$ cat src/rtl/clock_set_ctrl.sv
// Front-panel edit controller: button debounce, RUN/edit-field FSM, inc/dec strobes, blink mask.
// Optional macro AUTOREPEAT_EN adds held-button auto-repeat of inc/dec strobes.
module clock_set_ctrl #(
    parameter int unsigned DEBOUNCE_CYCLES = 1_000_000,
    parameter int unsigned BLINK_CYCLES    = 12_500_000,
    parameter int unsigned TIMEOUT_S       = 30
`ifdef AUTOREPEAT_EN
   ,parameter int unsigned REPEAT_DELAY    = 25_000_000,
    parameter int unsigned REPEAT_PERIOD   = 5_000_000
`endif
) (
    input  logic       clk,
    input  logic       rst_n,
    input  logic       tick_1s,
    input  logic       sw_mode,
    input  logic       butt_increase,
    input  logic       butt_decrease,
    input  logic       butt_change,
    output logic       run_en,
    output logic [2:0] field_sel,
    output logic       inc_pulse,
    output logic       dec_pulse,
    output logic       view_cal,
    output logic [7:0] blink_mask
);

    localparam int unsigned DB_W   = $clog2(DEBOUNCE_CYCLES + 1);
    localparam int unsigned BL_W   = $clog2(BLINK_CYCLES + 1);
    localparam int unsigned IDLE_W = $clog2(TIMEOUT_S + 1);
    localparam logic [DB_W-1:0]   DB_LAST    = DB_W'(DEBOUNCE_CYCLES - 1);
    localparam logic [BL_W-1:0]   BL_LAST    = BL_W'(BLINK_CYCLES - 1);
    localparam logic [IDLE_W-1:0] IDLE_LIMIT = IDLE_W'(TIMEOUT_S);

    // Encoding matches the field_sel code so the state drives it directly.
    typedef enum logic [2:0] {
        S_RUN   = 3'd0,
        S_HOUR  = 3'd1,
        S_MIN   = 3'd2,
        S_SEC   = 3'd3,
        S_DAY   = 3'd4,
        S_MONTH = 3'd5,
        S_YEAR  = 3'd6
    } state_t;

    state_t state_q, state_d;

    logic [2:0]      raw_n, sync1_n, sync2_n, accepted, press_evt;
    logic [DB_W-1:0] db_cnt [3];
    logic            evt_inc, evt_dec, evt_chg;

    logic              edit, state_change, inc_d, dec_d, blink_clr, idle_clr;
    logic [BL_W-1:0]   blink_cnt;
    logic              blink_phase;
    logic [IDLE_W-1:0] idle_cnt;

`ifdef AUTOREPEAT_EN
    localparam int unsigned REP_MAX = (REPEAT_DELAY > REPEAT_PERIOD) ? REPEAT_DELAY : REPEAT_PERIOD;
    localparam int unsigned REP_W   = $clog2(REP_MAX + 1);
    localparam logic [REP_W-1:0] REP_FIRST_LAST = REP_W'(REPEAT_DELAY - 1);
    localparam logic [REP_W-1:0] REP_NEXT_LAST  = REP_W'(REPEAT_PERIOD - 1);

    logic             held_inc, held_dec, rep_armed, rep_first, rep_fire, press_strobe;
    logic [REP_W-1:0] rep_cnt;
`endif

    // Index 0 = increase, 1 = decrease, 2 = change; buttons are active-low.
    assign raw_n   = {butt_change, butt_decrease, butt_increase};
    assign evt_inc = press_evt[0];
    assign evt_dec = press_evt[1];
    assign evt_chg = press_evt[2];

    always_ff @(posedge clk or negedge rst_n) begin
        if (!rst_n) begin
            sync1_n   <= '1;
            sync2_n   <= '1;
            accepted  <= '0;
            press_evt <= '0;
            for (int unsigned i = 0; i < 3; i++) db_cnt[i] <= '0;
        end else begin
            sync1_n <= raw_n;
            sync2_n <= sync1_n;
            for (int unsigned i = 0; i < 3; i++) begin
                press_evt[i] <= 1'b0;
                if (~sync2_n[i] == accepted[i]) begin
                    db_cnt[i] <= '0;
                end else if (db_cnt[i] == DB_LAST) begin
                    db_cnt[i]    <= '0;
                    accepted[i]  <= ~accepted[i];
                    press_evt[i] <= ~accepted[i];
                end else begin
                    db_cnt[i] <= db_cnt[i] + 1'b1;
                end
            end
        end
    end

    always_ff @(posedge clk or negedge rst_n) begin
        if (!rst_n) state_q <= S_RUN;
        else        state_q <= state_d;
    end

    always_comb begin
        state_d = state_q;
        inc_d   = 1'b0;
        dec_d   = 1'b0;
        edit    = (state_q != S_RUN);
        if (edit && idle_cnt == IDLE_LIMIT) begin
            state_d = S_RUN;
        end else if (evt_chg) begin
            state_d = (state_q == S_YEAR) ? S_RUN : state_t'(state_q + 3'd1);
        end else if (edit) begin
            if (evt_inc && !evt_dec) begin
                inc_d = 1'b1;
            end else if (evt_dec && !evt_inc) begin
                dec_d = 1'b1;
            end
`ifdef AUTOREPEAT_EN
            else if (rep_fire) begin
                inc_d = held_inc;
                dec_d = held_dec;
            end
`endif
        end
        state_change = (state_d != state_q);
        blink_clr    = state_change | inc_d | dec_d | ~edit;
        idle_clr     = state_change | (|press_evt) | ~edit;
`ifdef AUTOREPEAT_EN
        idle_clr     = idle_clr | rep_fire;
`endif
    end

    always_ff @(posedge clk or negedge rst_n) begin
        if (!rst_n) begin
            inc_pulse   <= 1'b0;
            dec_pulse   <= 1'b0;
            blink_cnt   <= '0;
            blink_phase <= 1'b0;
            idle_cnt    <= '0;
        end else begin
            inc_pulse <= inc_d;
            dec_pulse <= dec_d;
            if (blink_clr) begin
                blink_cnt   <= '0;
                blink_phase <= 1'b0;
            end else if (blink_cnt == BL_LAST) begin
                blink_cnt   <= '0;
                blink_phase <= ~blink_phase;
            end else begin
                blink_cnt <= blink_cnt + 1'b1;
            end
            if (idle_clr)                                idle_cnt <= '0;
            else if (tick_1s && idle_cnt != IDLE_LIMIT)  idle_cnt <= idle_cnt + 1'b1;
        end
    end

`ifdef AUTOREPEAT_EN
    // Repeat timing restarts from the press strobe and from each repeat strobe.
    assign held_inc     = accepted[0] & ~accepted[1];
    assign held_dec     = accepted[1] & ~accepted[0];
    assign press_strobe = (evt_inc ^ evt_dec) & (inc_d | dec_d);
    assign rep_fire     = rep_armed && (held_inc || held_dec) &&
                          (rep_cnt == (rep_first ? REP_FIRST_LAST : REP_NEXT_LAST));

    always_ff @(posedge clk or negedge rst_n) begin
        if (!rst_n) begin
            rep_armed <= 1'b0;
            rep_first <= 1'b0;
            rep_cnt   <= '0;
        end else if (!edit || state_change || evt_chg || !(held_inc || held_dec)) begin
            rep_armed <= 1'b0;
            rep_first <= 1'b0;
            rep_cnt   <= '0;
        end else if (press_strobe) begin
            rep_armed <= 1'b1;
            rep_first <= 1'b1;
            rep_cnt   <= '0;
        end else if (rep_fire) begin
            rep_first <= 1'b0;
            rep_cnt   <= '0;
        end else if (rep_armed) begin
            rep_cnt <= rep_cnt + 1'b1;
        end
    end
`endif

    assign run_en    = (state_q == S_RUN);
    assign field_sel = state_q;

    always_comb begin
        view_cal   = 1'b0;
        blink_mask = '0;
        case (state_q)
            S_RUN:                  view_cal = sw_mode;
            S_DAY, S_MONTH, S_YEAR: view_cal = 1'b1;
            default:                view_cal = 1'b0;
        endcase
        if (blink_phase) begin
            case (state_q)
                S_HOUR, S_DAY:  blink_mask = 8'hC0;
                S_MIN, S_MONTH: blink_mask = 8'h30;
                S_SEC:          blink_mask = 8'h0C;
                S_YEAR:         blink_mask = 8'h0F;
                default:        blink_mask = '0;
            endcase
        end
    end

endmodule

$ cat config.mk
export PLATFORM = sky130hd
export DESIGN_NAME = clock_set_ctrl
export DESIGN_NICKNAME = d
export VERILOG_FILES = /design/src/rtl/clock_set_ctrl.sv
export SDC_FILE = /design/constraint.sdc
export NUM_CORES = 1
export LEC_CHECK = 0
export CAP_MARGIN = 25
export CORE_UTILIZATION = 47
export CTS_BUF_LIST = sky130_fd_sc_hd__clkbuf_16
export DETAILED_ROUTE_END_ITERATION = 10
export GPL_ROUTABILITY_DRIVEN = 1
export MAX_ROUTING_LAYER = met4
export PLACE_DENSITY = 0.67
export SYNTH_ARGS = -nofsm -noshare
export SYNTH_HDL_FRONTEND = slang
export SYNTH_SLANG_ARGS = --single-unit
$ cat constraint.sdc
create_clock -name clk -period 2.3 [get_ports clk]
set_clock_uncertainty 0.2 [all_clocks]
set_input_delay 0.46 -clock clk [delete_from_list [all_inputs] [get_ports clk]]
set_output_delay 0.46 -clock clk [all_outputs]
set_load 0.005 [all_outputs]
==> flow_summary.json <==
{
  "ir_worst_vdd_mv": 0.404,
  "cts_buffers": 9,
  "powerDensity_nw_per_um2": 569,
  "drv_slew": 0,
  "synth_edf_count": 0,
  "grt_max_degree": 42,
  "grt-ovfl-total": 0,
  "die-area_sq_um": 11700,
  "ys_ff_latch": 107,
  "crit_family": "simple AND/OR/NAND/NOR gates",
  "vias": 4044,
  "dieHeight_um": 108,
  "p_leak_uw": 0.00239,
  "postCtsSetupBuffers": 0,
  "grt_first_pass_wirelength_um": 18100,
  "whs_ns": 0.157,
  "antenna_found_initial": 0,
  "r2r_cells": 7,
  "antennaDiodeCount": 0,
  "status": "completed",
  "rows": 38,
  "fp.dieW_um": 108,
  "wl_um": 10200,
  "first_pass_iters": 5,
  "routed_via_density": 5.65,
  "syn_area_sq_um": 5280,
  "grt_usage_pct": 20.1,
  "slowest_delay_ns": 0.52,
  "crit_type": "register to register",
  "tritoncts": "yes",
  "drtIter0Drc": 168,
  "endpoint_kind": "register",
  "rsz0062_at_grt": "false",
  "clk_path_buf_depth": 2,
  "fmax_mhz": 463,
  "routedWlPerCell_um": 14.2,
  "hpwl_um": 7070,
  "syn-mean-instance-area_sq_um": 9.83,
  "ios": 22,
  "async_flop_share_pct": 100,
  "synth-main-ff-cell": "dfrtp_1",
  "place_congestion": 0.835,
  "start_util_pct": 48.5,
  "p_total_uw": 3450,
  "place_ws_ns": 0.0143,
  "cp.depth": 7,
  "fin_util_pct": 55.7,
  "synthCells": 537,
  "yosysWarnings": 0,
  "setup-tns-final_ns": 0,
  "hold_path_class": "register to register",
  "ys_seq_area_share_pct": 50.9,
  "synth_cell_types": 45,
  "finalWorstSetupSlack_ns": 0.140,
  "crit_buf_inv": 2,
  "maxCapViolations": 0,
  "worst_ep_arrival_time_ns": 2.23,
  "ant_nets": 0,
  "syn_nets": 550,
  "path_clk_slew_ns": 0.07,
  "fillers": 962,
  "htreeDepth": 3,
  "worstPathRequired_ns": 2.37,
  "period_share_pct": 93.9,
  "clockRootBuffer": "clkbuf_16",
  "critPathMaxFanout": 9,
  "port_buffers": 21,
  "start_kind": "register",
  "setup_viol": 0,
  "nets": 584,
  "hold_viol": 0,
  "core-area_sq_um": 10900,
  "drc": 0,
  "path_cells": "inv_1 -> ha_1 -> and4_1 -> or4_1 -> o21bai_4 -> buf_4 -> a21oi_1",
  "area_growth_pct": 14.8,
  "whs_path_depth": 0,
  "insertion_delay_ns": 0.35,
  "tightest_slew_ns": 0.524,
  "fin_crit_ns": 2.16,
  "cp_slowest_cell": "or4_1",
  "cts_sinks": 107,
  "grt_pass1_vias": 3999,
  "drive_gt1_share_pct": 10.4,
  "relSlewSlack_pct": 64.7
}
-- synth_stat cells, drive strengths merged, types with 2 or more instances --
library cell | n | area share [%]
dfrtp | 101 | 48
or4 | 16 | 2.4
or2 | 3 | 0.36
buf | 9 | 1.0
clkbuf | 10 | 0.71
nor4b | 3 | 0.50
dfstp | 6 | 3.0
and4 | 10 | 1.7
nand4 | 28 | 3.6
nand4b | 2 | 0.33
nand2 | 33 | 2.3
xor2 | 33 | 5.5
and2 | 8 | 0.95
inv | 13 | 0.92
ha | 6 | 1.4
nand3 | 29 | 2.8
a21oi | 35 | 3.3
xnor2 | 22 | 3.7
nor3b | 3 | 0.43
o21ai | 23 | 2.2
o31ai | 17 | 2.8
or3 | 22 | 2.7
nor4 | 8 | 0.95
nor3 | 13 | 1.2
and3 | 9 | 1.1
nor2 | 64 | 4.6
-- worst reg2reg max path: stages, from the launching register on --
cell,delay [ns]
dfrtp_1,0.36
inv_1,0.07
ha_1,0.20
and4_1,0.16
or4_1,0.53
o21bai_4,0.25
buf_4,0.18
a21oi_1,0.12
-- registers in the layout, indices dropped and copies added, names as in the netlist --
register and flops:
blink_phase 1, press_evt 3, sync2_n 3, field_sel 3, inc_pulse 1, idle_cnt 5, blink_cnt 24, sync1_n 3
dec_pulse 1, db_cnt 60, accepted 3
-- power breakdown --
group	switching (uW)	internal, uW
Clock	684	730
Combinational	72.2	40.2
Sequential	20.2	1900
Total	777	2670
-- kinds of logic (layout without fill, tap and decap cells) --
logic type / Yosys count / in the layout / synth area share (%)
and+or+nand+nor: 256 / 256 / 26.7
xor gates and xnor gates: 55 / 55 / 9.13
buffers and inverters: 32 / 71 / 2.68
AOI/OAI and AO/OA: 81 / 81 / 9.24
DFF: 107 / 107 / 50.9
adders and majority gates: 6 / 6 / 1.42
-- stage by stage --
stage,instance area (sq um),cells
after detailed placement,5740,699
final,6060,716
after CTS,6040,716
after global routing,6060,716
after floorplan,5280,537
after global placement,5740,699
-- path summary, 6_finish.rpt --
| check | startpoint | to | slack (ns) |
|---|---|---|---|
| min in group asynchronous | rst_n | db_cnt[32] | 0.40 |
| min reg2reg | sync1_n[1] | sync2_n[1] | 0.16 |
| max in group asynchronous | rst_n | sync1_n[0] | 0.90 |
| min | sync1_n[1] | sync2_n[1] | 0.16 |
| max reg2reg | idle_cnt[0] | blink_cnt[21] | 0.14 |
| max | idle_cnt[0] | blink_cnt[21] | 0.14 |
-- cells in the final DEF (no fill, tap or decap), drive strengths merged, types with 2 or more instances in the layout --
cell type	n
clkinvlp	3
nand3	29
nand2	33
nand4b	2
clkinv	3
nor3	13
o31ai	17
and4	10
nand4	28
nor3b	3
dlygate4sd2	9
ha	6
dfrtp	101
nor2	64
buf	21
xnor2	22
clkdlybuf4s50	10
dfstp	6
o21ai	23
and3	9
or2	3
or3	22
nor4	8
a21oi	35
or4	16
nor4b	3
inv	14
clkbuf	9
xor2	33
and2	8
-- timing repair --
item,4_1_cts,5_1_grt
pin swaps,1,0
hold endpoints to repair,27,0
hold buffers,1,0
gates resized for setup,15,4
setup endpoints to repair,9,16
-- layout make-up --
type | instances | area [sq um] | share of cell area (%)
clock buffers | 9 | 225 | 3.72
clock inverters | 7 | 47.5 | 0.785
inverters | 13 | 48.8 | 0.805
multi-input cells | 398 | 2490 | 41.1
flip-flops and latches | 107 | 2690 | 44.3
well taps | 140 | 175 | 2.89
repair buffers | 42 | 388 | 6.40
-- metal layers --
metal | part of all wire, % | global-route usage, % | up-vias
met5 | 0 | - | -
met4 | 1.4 | 7.53 | 0
met3 | 2.6 | 3.56 | 11
met2 | 47 | 32.2 | 59
met1 | 49 | 25.6 | 1970
li1 | - | - | 2004
No activity file was read; power rests on OpenSTA's default activity.
==> RTL change: new RTL, same settings <==
Register the inputs `tick_1s`, `sw_mode`, `butt_increase`, `butt_decrease` and `butt_change` before use, cleared by the reset. The logic sees them one clock later.
--- a/src/rtl/clock_set_ctrl.sv
+++ b/src/rtl/clock_set_ctrl.sv
@@ -42,6 +42,28 @@
         S_YEAR  = 3'd6
     } state_t;
 
+    logic tick_1s_q;
+    logic sw_mode_q;
+    logic butt_increase_q;
+    logic butt_decrease_q;
+    logic butt_change_q;
+
+    always_ff @(posedge clk or negedge rst_n) begin
+        if (!rst_n) begin
+            tick_1s_q       <= '0;
+            sw_mode_q       <= '0;
+            butt_increase_q <= '0;
+            butt_decrease_q <= '0;
+            butt_change_q   <= '0;
+        end else begin
+            tick_1s_q       <= tick_1s;
+            sw_mode_q       <= sw_mode;
+            butt_increase_q <= butt_increase;
+            butt_decrease_q <= butt_decrease;
+            butt_change_q   <= butt_change;
+        end
+    end
+
     state_t state_q, state_d;
 
     logic [2:0]      raw_n, sync1_n, sync2_n, accepted, press_evt;
@@ -64,7 +86,7 @@
 `endif
 
     // Index 0 = increase, 1 = decrease, 2 = change; buttons are active-low.
-    assign raw_n   = {butt_change, butt_decrease, butt_increase};
+    assign raw_n   = {butt_change_q, butt_decrease_q, butt_increase_q};
     assign evt_inc = press_evt[0];
     assign evt_dec = press_evt[1];
     assign evt_chg = press_evt[2];
@@ -149,7 +171,7 @@
                 blink_cnt <= blink_cnt + 1'b1;
             end
             if (idle_clr)                                idle_cnt <= '0;
-            else if (tick_1s && idle_cnt != IDLE_LIMIT)  idle_cnt <= idle_cnt + 1'b1;
+            else if (tick_1s_q && idle_cnt != IDLE_LIMIT)  idle_cnt <= idle_cnt + 1'b1;
         end
     end
 
@@ -190,7 +212,7 @@
         view_cal   = 1'b0;
         blink_mask = '0;
         case (state_q)
-            S_RUN:                  view_cal = sw_mode;
+            S_RUN:                  view_cal = sw_mode_q;
             S_DAY, S_MONTH, S_YEAR: view_cal = 1'b1;
             default:                view_cal = 1'b0;
         endcase
Formal check against the unedited RTL: not equivalent (a bounded check fails within 4 cycles, from zero or initial values and one cycle with rst_n low).
==> RTL change against the original RTL <==
Worst hold slack gained 0.0020 ns. Worst setup slack got worse by 0.078 ns. Synthesized area rose by 2.8%. Routed wire length grew 3.8%. Clock power grew 24%. Final cell count up 4.1%. Total power grew 12%. Sequential cell count is 5 higher. Final area increased by 5.4%. Sequential power grew 5%. Critical path depth down 3. Count of clock-buffer cells in the layout stayed put. Core utilization increased by 2.2 points. Critical path type is now reg2out. Critical endpoint is now blink_mask[3]. Largest power group unchanged.
==> RTL change: results (changes against the original RTL) <==
| Metric | Value |
|---|---|
| Routed met3 length | 401 um (+49%) |
| R2R setup slack | 0.08 ns (-0.06 ns) |
| Met2 WL | 5080 um (+5.5%) |
| Cell variety after synth | 43 (-4.4%) |
| Leak pwr | 2.52 nW (+5.5%) |
| Crit-path max cell delay | 0.47 ns (-0.05 ns) |
| Cells on Worst Hold Path | 0 (unchanged) |
| Yosys Warn Count | 0 (unchanged) |
| Clock transition at path regs | 0.07 ns (about the same) |
| Synth area leaders | dfrtp_1 49%, xnor2_1 6.0%, nor2_1 4.9% |
| Total CTS buffers | 9 (unchanged) |
| Initial antenna violation count | 0 (unchanged) |
| Worst skew pair latency | 0.35 ns (about the same) |
| Sequential area share after synthesis | 51.8% (+0.93 points) |
| First-pass GRT wire length | 18500 um (+1.8%) |
| CP max-delay cell | dfrtp_2 |
| Crit path arrival time | 1.58 ns (-0.65 ns) |
| Worst Setup SP | field_sel[1]$_DFF_PN0_ |
| Layout cells sized above 1 | 12.9% (+2.5 points) |
| Vias in the first global route | 4067 (+1.7%) |
| Metal-1 WL | 4950 um (-0.18%) |
| Sw power | 784 uW (+0.95%) |
| Crit path capture | blink_mask[3] |
| Max-slew headroom | 66.2% (+1.5 points) |
| Largest net degree at the start of global routing | 38 (-9.5%) |
| Max IR drop VDD | 458 uV (+13%) |
| Critical R2R Launch | blink_cnt[9]$_DFF_PN0_ |
| CTS H-tree lvls | 3 (unchanged) |
| CTS root buffer | clkbuf_16 |
| Synth Net Count | 566 (+2.9%) |
| GRT Util Overall | 20.3% (+0.17 points) |
| Reg2reg path depth | 4 (-3) |
| PortBufs | 21 (unchanged) |
| Hpwl dp | 7130 um (+0.81%) |
| 1st-iter DRT viols | 273 (+63%) |
| Layout Nets | 614 (+5.1%) |
| RD Place Congestion | 0.814 (-2.5%) |
| CP delay by family, top | flip-flops |
| Asr flop ratio synth | 100% (unchanged) |
| Drt first pass iters | 4 (-1) |
| Crit Path Max Fanout | 8 (-1) |
| Outcome | completed |
| Most frequent cells after synthesis | 106 x dfrtp_1, 71 x nor2_1, 37 x xnor2_1 |
| Routed WL | 10600 um (+3.8%) |
| Via Count | 4209 (+4.1%) |
| Min-delay worst type | reg2reg |
-- RTL change: how the worst min path moves through the flow --
| stage | startpoint | to | slack, ns |
|---|---|---|---|
| after floorplan | rst_n | accepted[0]$_DFFE_PN0P_ | -0.04 |
| after global placement | butt_decrease_q$_DFF_PN0_ | sync1_n[1]$_DFF_PN1_ | 0.13 |
| after detailed placement | butt_decrease_q$_DFF_PN0_ | sync1_n[1]$_DFF_PN1_ | 0.15 |
| after CTS | sync1_n[1]$_DFF_PN1_ | sync2_n[1]$_DFF_PN1_ | 0.16 |
| after global routing | sync1_n[2]$_DFF_PN1_ | sync2_n[2]$_DFF_PN1_ | 0.16 |
| final | sync1_n[2]$_DFF_PN1_ | sync2_n[2]$_DFF_PN1_ | 0.16 |
-- RTL change: final cells by class --
| cell class | instances | area (um2) |
|---|---|---|
| clock inverter | 7 | 110 |
| sequential | 112 | 2810 |
| tap | 140 | 175 |
| clock buffer | 9 | 225 |
| timing repair buffer | 57 | 504 |
| multi-input combinational | 402 | 2490 |
| inverter | 18 | 67.6 |
| fill | 937 | 4640 |
-- RTL change: stage by stage --
| stage | area (um2) | hold WS [ns] | TNS (ns) | setup WS [ns] | instances |
|---|---|---|---|---|---|
| floorplan | 5430 | -0.0356 | 0 | 0.0942 | 552 |
| detailed placement | 5920 | 0.145 | 0 | 0.0406 | 717 |
| finish | 6390 | 0.159 | 0 | 0.0616 | 745 |
| global route | 6390 | 0.162 | -0.0207 | -0.0180 | 745 |
| CTS | 6340 | 0.158 | -0.00162 | -0.00162 | 743 |
| global placement | 5920 | 0.134 | 0 | 0.0972 | 717 |
-- RTL change: repair_timing --
item	CTS	global route
pin swaps	0	1
endpoints found under the setup margin	10	7
buffers inserted	9	2
endpoints found under the hold margin	31	0
hold buffers	1	0
resized for setup	19	12
-- RTL change: power by group through the flow --
| stage | clock network (mW) | logic (mW) | registers [mW] |
|---|---|---|---|
| 2_1_floorplan | 0 | 0.0392 | 2.05 |
| 3_3_place_gp | 0 | 0.111 | 2.05 |
| 3_5_place_dp | 0 | 0.115 | 2.05 |
| 4_1_cts | 1.79 | 0.116 | 2.01 |
| 5_1_grt | 1.88 | 0.128 | 2.02 |
| 6_report | 1.75 | 0.112 | 2.02 |
-- RTL change: kinds of logic after synthesis --
logic type               after synthesis  synth area share [%]
AND/OR/NAND/NOR                      263                  25.9
flip-flops                           112                  51.8
AO/OA/AOI/OAI                         70                  7.61
XOR/XNOR                              61                  9.85
buffers and inverters                 38                  3.00
adder cells (fa/ha/maj)                7                  1.61
multiplexers                           1                 0.185
-- RTL change: layer usage --
| metal | track usage [%] | vias to the layer above |
|---|---|---|
| li1 | - | 2053 |
| met1 | 25.1 | 2069 |
| met2 | 32.6 | 74 |
| met3 | 4.51 | 13 |
| met4 | 7.81 | 0 |
| met5 | - | - |
